$ cat src/rtl/i2c_master_wr.sv
// I2C write initiator: START, 7-bit address + W, data bytes with ACK check, STOP.
// SCL/SDA are open-drain enables; one bit slot is four quarters of QUARTER_CNT clocks.
module i2c_master_wr #(
    parameter int QUARTER_CNT = 60
) (
    input  logic       i_clk,
    input  logic       i_res,
    input  logic       i_start,
    input  logic [6:0] i_addr,
    input  logic [7:0] i_data,
    input  logic       i_last,
    input  logic       i_sda,
    output logic       o_scl_oe,
    output logic       o_sda_oe,
    output logic       o_busy,
    output logic       o_data_req,
    output logic       o_done,
    output logic       o_nack
);

    localparam int CW = (QUARTER_CNT > 1) ? $clog2(QUARTER_CNT) : 1;

    localparam logic [2:0] ST_IDLE  = 3'd0;
    localparam logic [2:0] ST_START = 3'd1;
    localparam logic [2:0] ST_BIT   = 3'd2;
    localparam logic [2:0] ST_ACK   = 3'd3;
    localparam logic [2:0] ST_STOP  = 3'd4;

    logic [2:0]    state;
    logic [1:0]    phase;
    logic [CW-1:0] qcnt;
    logic [2:0]    bit_cnt;
    logic [7:0]    shift;
    logic [7:0]    data_q;
    logic          last_q;
    logic          is_data;
    logic          sda_meta;
    logic          sda_sync;
    logic          busy;
    logic          data_req;
    logic          done;
    logic          nack;
    logic          scl_oe;
    logic          sda_oe;

    logic quarter_end;
    logic slot_end;

    assign quarter_end = (qcnt == CW'(QUARTER_CNT - 1));
    assign slot_end    = quarter_end && (phase == 2'd3);

    always_ff @(posedge i_clk or posedge i_res) begin
        if (i_res) begin
            state    <= ST_IDLE;
            phase    <= 2'd0;
            qcnt     <= '0;
            bit_cnt  <= 3'd0;
            shift    <= 8'd0;
            data_q   <= 8'd0;
            last_q   <= 1'b0;
            is_data  <= 1'b0;
            sda_meta <= 1'b0;
            sda_sync <= 1'b0;
            busy     <= 1'b0;
            data_req <= 1'b0;
            done     <= 1'b0;
            nack     <= 1'b0;
        end else begin
            sda_meta <= i_sda;
            sda_sync <= sda_meta;
            data_req <= 1'b0;
            done     <= 1'b0;

            if (state == ST_IDLE) begin
                if (i_start) begin
                    state   <= ST_START;
                    phase   <= 2'd0;
                    qcnt    <= '0;
                    busy    <= 1'b1;
                    nack    <= 1'b0;
                    shift   <= {i_addr, 1'b0};
                    data_q  <= i_data;
                    last_q  <= i_last;
                    is_data <= 1'b0;
                end
            end else begin
                qcnt <= quarter_end ? '0 : qcnt + CW'(1);
                if (quarter_end) begin
                    phase <= phase + 2'd1;
                end

                if (slot_end) begin
                    case (state)
                        ST_START: begin
                            state   <= ST_BIT;
                            bit_cnt <= 3'd7;
                        end
                        ST_BIT: begin
                            shift <= {shift[6:0], 1'b0};
                            if (bit_cnt == 3'd0) begin
                                state    <= ST_ACK;
                                // lands on the first cycle of the ACK slot
                                data_req <= is_data && !last_q;
                            end else begin
                                bit_cnt <= bit_cnt - 3'd1;
                            end
                        end
                        ST_ACK: begin
                            if (sda_sync) begin
                                nack  <= 1'b1;
                                state <= ST_STOP;
                            end else if (!is_data) begin
                                shift   <= data_q;
                                is_data <= 1'b1;
                                state   <= ST_BIT;
                                bit_cnt <= 3'd7;
                            end else if (last_q) begin
                                state <= ST_STOP;
                            end else begin
                                shift   <= i_data;
                                last_q  <= i_last;
                                state   <= ST_BIT;
                                bit_cnt <= 3'd7;
                            end
                        end
                        ST_STOP: begin
                            state <= ST_IDLE;
                            busy  <= 1'b0;
                            done  <= 1'b1;
                            qcnt  <= '0;
                            phase <= 2'd0;
                        end
                        default: begin
                            state <= ST_IDLE;
                            busy  <= 1'b0;
                        end
                    endcase
                end
            end
        end
    end

    // SCL is held low for the first half of every data/ACK/STOP slot so SDA only moves then.
    always_comb begin
        scl_oe = 1'b0;
        sda_oe = 1'b0;
        case (state)
            ST_START: begin
                scl_oe = (phase == 2'd3);
                sda_oe = (phase != 2'd0);
            end
            ST_BIT: begin
                scl_oe = ~phase[1];
                sda_oe = ~shift[7];
            end
            ST_ACK: begin
                scl_oe = ~phase[1];
                sda_oe = 1'b0;
            end
            ST_STOP: begin
                scl_oe = ~phase[1];
                sda_oe = (phase != 2'd3);
            end
            default: begin
                scl_oe = 1'b0;
                sda_oe = 1'b0;
            end
        endcase
    end

    assign o_scl_oe   = scl_oe;
    assign o_sda_oe   = sda_oe;
    assign o_busy     = busy;
    assign o_data_req = data_req;
    assign o_done     = done;
    assign o_nack     = nack;

endmodule

$ cat config.mk
export PLATFORM = sky130hd
export DESIGN_NAME = i2c_master_wr
export DESIGN_NICKNAME = d
export VERILOG_FILES = /design/src/rtl/i2c_master_wr.sv
export SDC_FILE = /design/constraint.sdc
export NUM_CORES = 1
export LEC_CHECK = 0
export CORE_ASPECT_RATIO = 1.1
export CORE_UTILIZATION = 35
export CTS_CLUSTER_SIZE = 28
export DETAILED_ROUTE_END_ITERATION = 10
export HOLD_SLACK_MARGIN = 0.12
export MAX_ROUTING_LAYER = met4
export PLACE_DENSITY_LB_ADDON = 0.12
export SLEW_MARGIN = 25
export SYNTH_ARGS = -nofsm -noshare
export SYNTH_HDL_FRONTEND = slang
export SYNTH_SLANG_ARGS = --single-unit
$ cat constraint.sdc
create_clock -name i_clk -period 2.6 [get_ports i_clk]
set_clock_uncertainty 0.15 [all_clocks]
set_input_delay 0.65 -clock i_clk [delete_from_list [all_inputs] [get_ports i_clk]]
set_output_delay 0.65 -clock i_clk [all_outputs]
set_load 0.05 [all_outputs]
==> impl_metrics.ini <==
[placement]
place_hpwl_um = 3240
gp_congestion = 0.749
dpl.cell_count = 311
port_buffers = 25

[sta]
fin_crit_ps = 2430
fin_crit_sh_pct = 93.4
rsz0062_at_grt = no
worst_pin_slew_ps = 496
fmax_mhz = 412
setup_violations = 0
hold_violations = 0
slew_headroom_pct = 66.8
drv_slew = 0

[floorplanning]
die_y_um = 84.1
ioPinCount = 26
num_rows = 29
die_x_um = 76.6
coreArea_mm2 = 0.00584
die_area_mm2 = 0.00644
initial_utilization_pct = 36.7

[power]
peakVddDrop_uv = 283
p_leak_uw = 0.00124
power.density_mw_per_mm2 = 410

[drt]
drc = 0
drt_iter0_markers = 111
drtAntennaViolNets = 0
wire_per_inst_um = 14.9
viasPerCell = 5.09
first_pass_iters = 4
wl_um = 4760
vias = 1623

[layout]
drive_gt1_share_pct = 18.6
n_antenna_cell = 0
finish.utilization_pct = 44.8
nFillCells = 575
stdcell_count = 319
area_delta_synth_final_pct = 22.3
final_nets = 266

[synthesis]
synth.distinct_cells = 43
avgSynthCellArea_um2 = 10.2
syn_area_mm2 = 0.00214
synth-edff-count = 0
ys_seq_elements = 38
yosys_warnings = 0
synth_seq_area_share_pct = 44.4
synth_ff_type = dfrtp_1
synth_top_area_cell = dfrtp_1
async_flop_share_pct = 100
synth_area_leaders = dfrtp_1, mux2_4, mux2_2
syn_nets = 236
synthCells = 211
synth_top_area_share_pct = 44.4

[job]
cap_violations = 0

[clocking]
insertion_delay_ps = 290
clkTransAtPathRegs_ps = 80
clkSinkCount = 38
h-tree-depth = 2
cts_made_buffers = 5
root_buffer = clkbuf_8
cts_setup_buffers = 0
ctsResizeCount = 0
cts_hold_buffers = 0
cts_tree = yes
clock_path_buffers = 2

[hold_path]
hp-class = reg2reg
whs_path_depth = 0

[global_routing]
grt_usage_pct = 17.2
first_global_vias = 1603
antenna_found_initial = 0
overflow = 0
grt_max_degree = 39
grt_pass1_wl_um = 8330

[worst_setup_path]
critical_path_class = reg2out
crit_required_ps = 1800
cp-start-kind = flop
cp_slowest_cell = dfrtp_1
cp_cell_sequence = ha_1, nand2b_1, nor2_1, a21oi_1, o32ai_2, buf_12
reg2reg_depth = 6
end_kind = output pin
max_stage_delay_ps = 420
cp.arrival_ps = 1630
cp_max_fo = 4

[outcome]
status = complete, no violations
-- state kept, by name, indices dropped and copies added, names as in the netlist --
name,count
state,3
o_busy,1
bit_cnt,3
last_q,1
o_nack,1
o_done,1
data_q,8
phase,2
is_data,1
shift,8
sda_sync,1
o_data_req,1
qcnt,6
sda_meta,1
-- routing by layer --
metal	GRT usage, %	up-vias	share of wire (%)
met5	-	-	0
met4	5.94	0	1.1
met3	3.50	4	3.3
met2	23.7	33	42
met1	24.8	765	53
li1	-	821	-
-- layout make-up --
class	count	area (um2)	area share (%)
timing repair buffer	35	345	13.2
inverter	9	33.8	1.29
sequential	38	951	36.3
clock inverter	1	5.00	0.191
multi-input combinational	152	1100	42.0
tap	77	96.3	3.68
clock buffer	7	86.3	3.30
-- synthesized netlist by cell type (2+ instances only) --
cell,count
dfrtp_1,38
a21oi_1,19
o21ai_0,16
nor2_1,10
buf_2,9
inv_1,9
mux2_2,9
mux2i_1,9
nand2_1,9
nand2b_1,9
a211oi_1,8
mux2_4,8
or3_1,7
ha_1,5
nand3_1,4
a22o_1,3
a31oi_1,3
nand4_1,3
nor2b_1,3
nor3_1,3
o31ai_1,3
clkbuf_1,2
nor4_1,2
-- kinds of logic (layout without fill, tap and decap cells) --
family          count (synthesis)  in the layout  synth area share, %
mux                            26             26                 14.5
flops                          38             38                 44.4
buf+inv                        21             52                 4.56
fa+ha+maj                       5              5                 2.92
xor+xnor                        1              1                0.409
simple gates                   59             59                 15.4
compound gates                 61             61                 17.8
-- layout by cell type, fill, tap and decap left out, types with 9 or more instances in the layout --
master	netlist	final
dfrtp_1	38	38
nor2_1	10	10
mux2_2	9	9
buf_4	0	10
inv_1	9	9
nand2b_1	9	9
mux2i_1	9	9
clkdlybuf4s50_1	0	23
nand2_1	9	9
a21oi_1	19	19
o21ai_0	16	15
-- metrics by stage --
stage | setup slack [ps] | hold WS [ps] | total power, uW | area [um2] | TNS [ps]
5_1_grt | 37.2 | 210 | 1120 | 2620 | 0
6_report | 171 | 201 | 1070 | 2620 | 0
3_3_place_gp | 438 | 182 | 660 | 2530 | 0
4_1_cts | 154 | 204 | 1090 | 2620 | 0
3_5_place_dp | 426 | 187 | 660 | 2530 | 0
2_1_floorplan | -18.4 | 181 | 621 | 2150 | -18.4
-- worst paths after layout --
check                          from          to  slack [ps]
min                        sda_meta    sda_sync         200
min reg2reg                sda_meta    sda_sync         200
max                        phase[1]    o_sda_oe         170
min in group asynchronous     i_res  o_data_req         620
max reg2reg                 qcnt[0]    shift[1]         570
max in group asynchronous     i_res   data_q[6]        1340
-- critical path: cells and delay by family (launching register included) --
kind,cells,cell delay [ps]
AOI/OAI and AO/OA,2,270
adders and majority gates,1,210
buffers and inverters,1,180
DFF,1,420
and+or+nand+nor,2,260
-- where the power goes --
group	switching [uW]	internal, uW
sequential	1.05	592
combinational	22.6	30.7
clock	214	214
total	237	837
(Power assumes the default switching activity.)
